<file path="config.mk">
export PLATFORM = sky130hd
export DESIGN_NAME = conv1_layer1_dense_ctrl
export DESIGN_NICKNAME = d
export VERILOG_FILES = /design/src/rtl/conv1_layer1_dense_ctrl.sv
export SDC_FILE = /design/constraint.sdc
export NUM_CORES = 1
export LEC_CHECK = 0
export ABC_AREA = 1
export ABC_CLOCK_PERIOD_IN_PS = 1700
export CORE_MARGIN = 5
export CORE_UTILIZATION = 46
export DETAILED_ROUTE_END_ITERATION = 8
export PLACE_DENSITY = 0.7
export SKIP_LAST_GASP = 1
export SLEW_MARGIN = 20
export SYNTH_ARGS = -nofsm -noshare
export SYNTH_HDL_FRONTEND = slang
export SYNTH_SLANG_ARGS = --single-unit
</file>
<file path="constraint.sdc">
create_clock -name clk -period 1.7 [get_ports clk]
set_input_delay 0.34 -clock clk [delete_from_list [all_inputs] [get_ports clk]]
set_output_delay 0.34 -clock clk [all_outputs]
set_load 0.05 [all_outputs]
</file>
<file path="src/rtl/conv1_layer1_dense_ctrl.sv">
// Tile sequencer for the conv1 layer-1 dense datapath: fetch, wait for both operands, compute, repeat.
// Optional WAIT watchdog enabled by defining CONV1_CTRL_TIMEOUT_EN.
module conv1_layer1_dense_ctrl #(
    parameter int unsigned NUM_TILES   = 16,
    parameter int unsigned COMPUTE_LAT = 4,
    parameter int unsigned TIMEOUT_CYC = 1024
) (
    input  logic       clk,
    input  logic       rst,
    input  logic       start,
    output logic       fea_need_data,
    input  logic       fea_data_v,
    output logic       amx_need_data,
    input  logic       amx_data_v,
    output logic       pe_en,
    output logic [7:0] tile_idx,
    output logic       busy,
    output logic       done,
    output logic       err
);

    localparam int unsigned TILE_W = 8;
    localparam int unsigned LAT_W  = 6;

    if (NUM_TILES < 1 || NUM_TILES > 256 || COMPUTE_LAT < 1 || COMPUTE_LAT > 64 ||
        TIMEOUT_CYC < 1) begin : g_bad_param
        $error("conv1_layer1_dense_ctrl: parameter out of range");
    end

    typedef enum logic [2:0] {
        S_IDLE,
        S_FETCH,
        S_WAIT,
        S_COMPUTE,
        S_DONE
    } state_e;

    state_e              state_q, state_d;
    logic [TILE_W-1:0]   tile_cnt_q, tile_cnt_d;
    logic [LAT_W-1:0]    lat_cnt_q, lat_cnt_d;
    logic                fea_got_q, fea_got_d;
    logic                amx_got_q, amx_got_d;
    logic                need_q, pe_en_q, busy_q, done_q;

`ifdef CONV1_CTRL_TIMEOUT_EN
    localparam int unsigned WD_W = $clog2(TIMEOUT_CYC + 1);
    logic [WD_W-1:0]     wd_cnt_q, wd_cnt_d;
    logic                err_q, err_d;
`endif

    // Next-state and counter update
    always_comb begin
        state_d    = state_q;
        tile_cnt_d = tile_cnt_q;
        lat_cnt_d  = lat_cnt_q;
        fea_got_d  = fea_got_q;
        amx_got_d  = amx_got_q;
`ifdef CONV1_CTRL_TIMEOUT_EN
        wd_cnt_d   = '0;
        err_d      = err_q;
`endif
        unique case (state_q)
            S_IDLE: begin
                if (start) begin
                    state_d    = S_FETCH;
                    tile_cnt_d = '0;
`ifdef CONV1_CTRL_TIMEOUT_EN
                    err_d      = 1'b0;
`endif
                end
            end
            S_FETCH: state_d = S_WAIT;
            S_WAIT: begin
                fea_got_d = fea_got_q | fea_data_v;
                amx_got_d = amx_got_q | amx_data_v;
                if (fea_got_d && amx_got_d) begin
                    state_d   = S_COMPUTE;
                    fea_got_d = 1'b0;
                    amx_got_d = 1'b0;
                end
`ifdef CONV1_CTRL_TIMEOUT_EN
                else if (wd_cnt_q == WD_W'(TIMEOUT_CYC - 1)) begin
                    state_d   = S_IDLE;
                    err_d     = 1'b1;
                    fea_got_d = 1'b0;
                    amx_got_d = 1'b0;
                end else begin
                    wd_cnt_d = wd_cnt_q + WD_W'(1);
                end
`endif
            end
            S_COMPUTE: begin
                if (lat_cnt_q == LAT_W'(COMPUTE_LAT - 1)) begin
                    lat_cnt_d = '0;
                    if (tile_cnt_q == TILE_W'(NUM_TILES - 1)) begin
                        state_d = S_DONE;
                    end else begin
                        tile_cnt_d = tile_cnt_q + TILE_W'(1);
                        state_d    = S_FETCH;
                    end
                end else begin
                    lat_cnt_d = lat_cnt_q + LAT_W'(1);
                end
            end
            S_DONE:  state_d = S_IDLE;
            default: state_d = S_IDLE;
        endcase
    end

    // Outputs are registered from the next state so they line up with the state they describe
    always_ff @(posedge clk) begin
        if (!rst) begin
            state_q    <= S_IDLE;
            tile_cnt_q <= '0;
            lat_cnt_q  <= '0;
            fea_got_q  <= 1'b0;
            amx_got_q  <= 1'b0;
            need_q     <= 1'b0;
            pe_en_q    <= 1'b0;
            busy_q     <= 1'b0;
            done_q     <= 1'b0;
`ifdef CONV1_CTRL_TIMEOUT_EN
            wd_cnt_q   <= '0;
            err_q      <= 1'b0;
`endif
        end else begin
            state_q    <= state_d;
            tile_cnt_q <= tile_cnt_d;
            lat_cnt_q  <= lat_cnt_d;
            fea_got_q  <= fea_got_d;
            amx_got_q  <= amx_got_d;
            need_q     <= (state_d == S_FETCH);
            pe_en_q    <= (state_d == S_COMPUTE);
            busy_q     <= (state_d == S_FETCH) || (state_d == S_WAIT) || (state_d == S_COMPUTE);
            done_q     <= (state_d == S_DONE);
`ifdef CONV1_CTRL_TIMEOUT_EN
            wd_cnt_q   <= wd_cnt_d;
            err_q      <= err_d;
`endif
        end
    end

    assign fea_need_data = need_q;
    assign amx_need_data = need_q;
    assign pe_en         = pe_en_q;
    assign tile_idx      = tile_cnt_q;
    assign busy          = busy_q;
    assign done          = done_q;
`ifdef CONV1_CTRL_TIMEOUT_EN
    assign err           = err_q;
`else
    assign err           = 1'b0;
`endif

endmodule

</file>
==> summary.md, run 1 <==
| Metric | Value |
|---|---|
| Via count | `1,043` |
| CP Max Fanout | `7` |
| R2r startpoint | `tile_idx[0]` |
| P_int | `0.000698 W` |
| Initial antenna violation count | `0` |
| Io pins | `19` |
| Grt ovf | `0` |
| Antenna Nets Post-Route | `0` |
| Largest net degree at the start of global routing | `19` |
| Area leader, netlist | `dfxtp_1` |
| Syn nets | `168` |
| Final nets | `189` |
| Drt first-iter violations | `24` |
| Post-Synth Adder-Cell Area | `2.17%` |
| Vias in the first global route | `953` |
| Height of the die | `60.1 microns` |
| Sequential cell area | `463 sq um` |
| Multi-input logic area | `603 sq um` |
| Switching share of total power | `29.6%` |
| Asr flop ratio synth | `0%` |
| Peak VDD IR | `0.000605 V` |
| TritonCTS clock tree | `done` |
| Hold path depth | `2` |
| Most frequent cells in the layout | `nand2_1 (40), nor2_1 (28), dfxtp_1 (21), buf_4 (15), inv_1 (13)` |
| R2R Setup Slk | `0.25 ns` |
| Power Dens Cells | `726 mW/mm^2` |
| Clock power share | `26.0%` |
| DRC | `0` |
| Core area | `0.00243 sq mm` |
| First-pass GRT wire length | `4060 microns` |
| Fin. Hold Viols | `0` |
| Final Hold Slack | `0.489 ns` |
| Fin. max-slew vios | `0` |
| Cell count of the worst reg-to-reg path | `8` |
| Critical path type | `flip-flop to flip-flop` |
| Placed inst area | `0.00134 sq mm` |
| PortBufs | `17` |
| Required time of the critical path | `1.91 ns` |
| ANT cells | `0` |
| CTS H-tree depth | `1` |
| Part of the cycle the worst path needs | `85.6%` |
| Reg power frac | `57.4%` |
| Switching power of the nets | `0.000293 W` |
| FMAX | `0.687 GHz` |
| Max-cap viol count | `0` |
| Reg2Reg Capture Point | `tile_idx[7]` |
| CP Launch Point | `tile_idx[0]` |
| TritonRoute pass-1 iters | `4` |
| Starting Density | `47.4%` |
| Compound-gate portion of the synthesized area | `9.76%` |
| Placer congestion estimate | `0.788` |
| Post-Synth Simple-Gate Area | `38.5%` |
| Post-CTS setup buffer count | `0` |
| Synthesized area | `0.00115 sq mm` |
| Total length of routed wires | `2350 microns` |
| Comb pwr share | `16.6%` |
| CTS root buf | `clkbuf_4` |
| Minimum clock period | `1.45 ns` |
| CP arrival | `1.67 ns` |
| CTS sink count | `23` |
| Inserted Clock Buffers | `3` |
| Synth top area cells | `dfxtp_1 (40%), nand2_1 (13%), nor2_1 (9.1%)` |
| Fill count | `239` |
| Overall Global Routing Usage | `14.7%` |
| Skew final | `0.00182 ns` |
| Number of synthesized flops with an enable pin | `0` |
| CTS Hold Buffers Added | `0` |
| Bufs on Longest Clock Path | `2` |
| P&R area growth vs syn | `18.2%` |
| # rows | `18` |
| Layout cell share with drive strength beyond 1 | `19.9%` |
| Sequential area share after synthesis | `39.9%` |
| Setup violations, final | `0` |
| Clock latency on the worst-skew pair | `0.31 ns` |
| Clock-pin slew on the worst setup and hold paths | `0.13 ns` |
| TNS Setup | `0 ns` |
| Netlist cell types | `29` |
| Full die area | `0.00361 sq mm` |
| Largest family of logic cells by synthesized area | `simple AND/OR/NAND/NOR gates` |
| Ys Warns | `0` |
| Commonest non-fill, non-tap cell in the layout | `nand2_1` |
| Mapped Cells | `161` |
| RSZ-0062 raised after global routing | `false` |
| DR vias/cell | `4.94` |
| Primary FF master, synth | `dfxtp_1` |
| WL/cell | `11.1 microns` |
| Worst min-delay path class | `flip-flop to flip-flop` |
| Post-synth top area share | `39.9%` |
| Die X | `60.1 microns` |
| Status | `finished, final reports clean` |
| Endpoint type of the worst setup path | `flip-flop` |
| PostCTS Resize Cnt | `0` |
| Avg Synthesized Cell Area | `7.17 sq um` |
| Hpwl dp | `1760 microns` |
| Synth Area in XOR/XNOR | `1.52%` |
| Startpoint Class | `flip-flop` |
| #FFs+latches synth | `23` |
| End of the critical path | `tile_idx[7]` |
| Final Cell Area | `0.00136 sq mm` |
| Post-synthesis mux area share | `0%` |
| Leakage | `0.543 nW` |
## flip-flops by register name, summed over array words and instances, names as in the netlist
name,count
fea_got_q,1
amx_got_q,1
lat_cnt_q,6
done,1
pe_en,1
amx_need_data,1
tile_idx,8
state_q,3
busy,1
## through the flow
step	utilization, %	worst slack, ns	std cells	power, W
2_1_floorplan	-	0.175	161	0.000700
3_3_place_gp	54.9	0.203	207	0.000742
3_5_place_dp	54.9	0.175	207	0.000745
4_1_cts	56.1	0.266	211	0.00100
5_1_grt	56.1	0.0996	211	0.00103
6_report	56.1	0.245	211	0.000990
## worst min path at each step
stage	start	end
2_1_floorplan	rst	busy
3_3_place_gp	amx_got_q	amx_got_q
3_5_place_dp	tile_idx[0]	tile_idx[0]
4_1_cts	tile_idx[0]	tile_idx[0]
5_1_grt	tile_idx[0]	tile_idx[0]
6_report	amx_got_q	amx_got_q
## critical path, stage by stage, from the launching register on
cell and delay, ns:
dfxtp_2 0.40, ha_1 0.20, nand3_1 0.12, nor2_1 0.18, inv_1 0.11, nand2_2 0.13
nand2_4 0.09, nand2_1 0.08, a21oi_1 0.05
## routing by layer
| metal | GRT usage (%) | up-vias | part of all wire, % |
|---|---|---|---|
| met4 | 4.75 | 0 | 0.81 |
| met5 | 0 | - | 0 |
| met1 | 18.7 | 469 | 48 |
| li1 | - | 553 | - |
| met3 | 4.10 | 2 | 5.4 |
| met2 | 23.9 | 19 | 46 |
## synthesized netlist by cell type, types with 2 or more instances
master / number
inv_1: 13
a211oi_1: 2
xor2_1: 2
inv_2: 2
nand3_1: 12
nor2_1: 28
o21ai_0: 3
o21bai_1: 2
dfxtp_1: 23
a21oi_1: 10
buf_4: 2
nand2_1: 40
nand3_2: 2
nor3_1: 3
nand2_2: 2
ha_1: 2
## cell families after synthesis
group | after synthesis
buffers and inverters | 20
and+or+nand+nor | 94
adders and majority gates | 2
DFF | 23
AOI/OAI and AO/OA | 19
other | 1
xor gates and xnor gates | 2
## power groups by stage
stage / Sequential, W / Clock, W / Combinational, W
global placement: 0.000580 / 0 / 0.000161
detailed placement: 0.000581 / 0 / 0.000164
floorplan: 0.000605 / 0 / 0.0000953
CTS: 0.000569 / 0.000269 / 0.000164
finish: 0.000569 / 0.000257 / 0.000165
global route: 0.000571 / 0.000287 / 0.000177
## area by class of cell
cell class	instances	area share [%]
tap	30	2.75
sequential	23	33.9
timing repair buffer	20	12.7
clock inverter	1	0.367
inverter	16	4.40
multi-input combinational	118	44.2
clock buffer	3	1.65
Power figures use the tool's default switching activity.
==> run 2, diff against run 1 <==
- CAP_MARGIN: not set -> 20
- CTS_CLUSTER_DIAMETER: not set -> 120
==> results of run 2 <==
No change in the layout: final DEF, timing and power equal those of run 1.
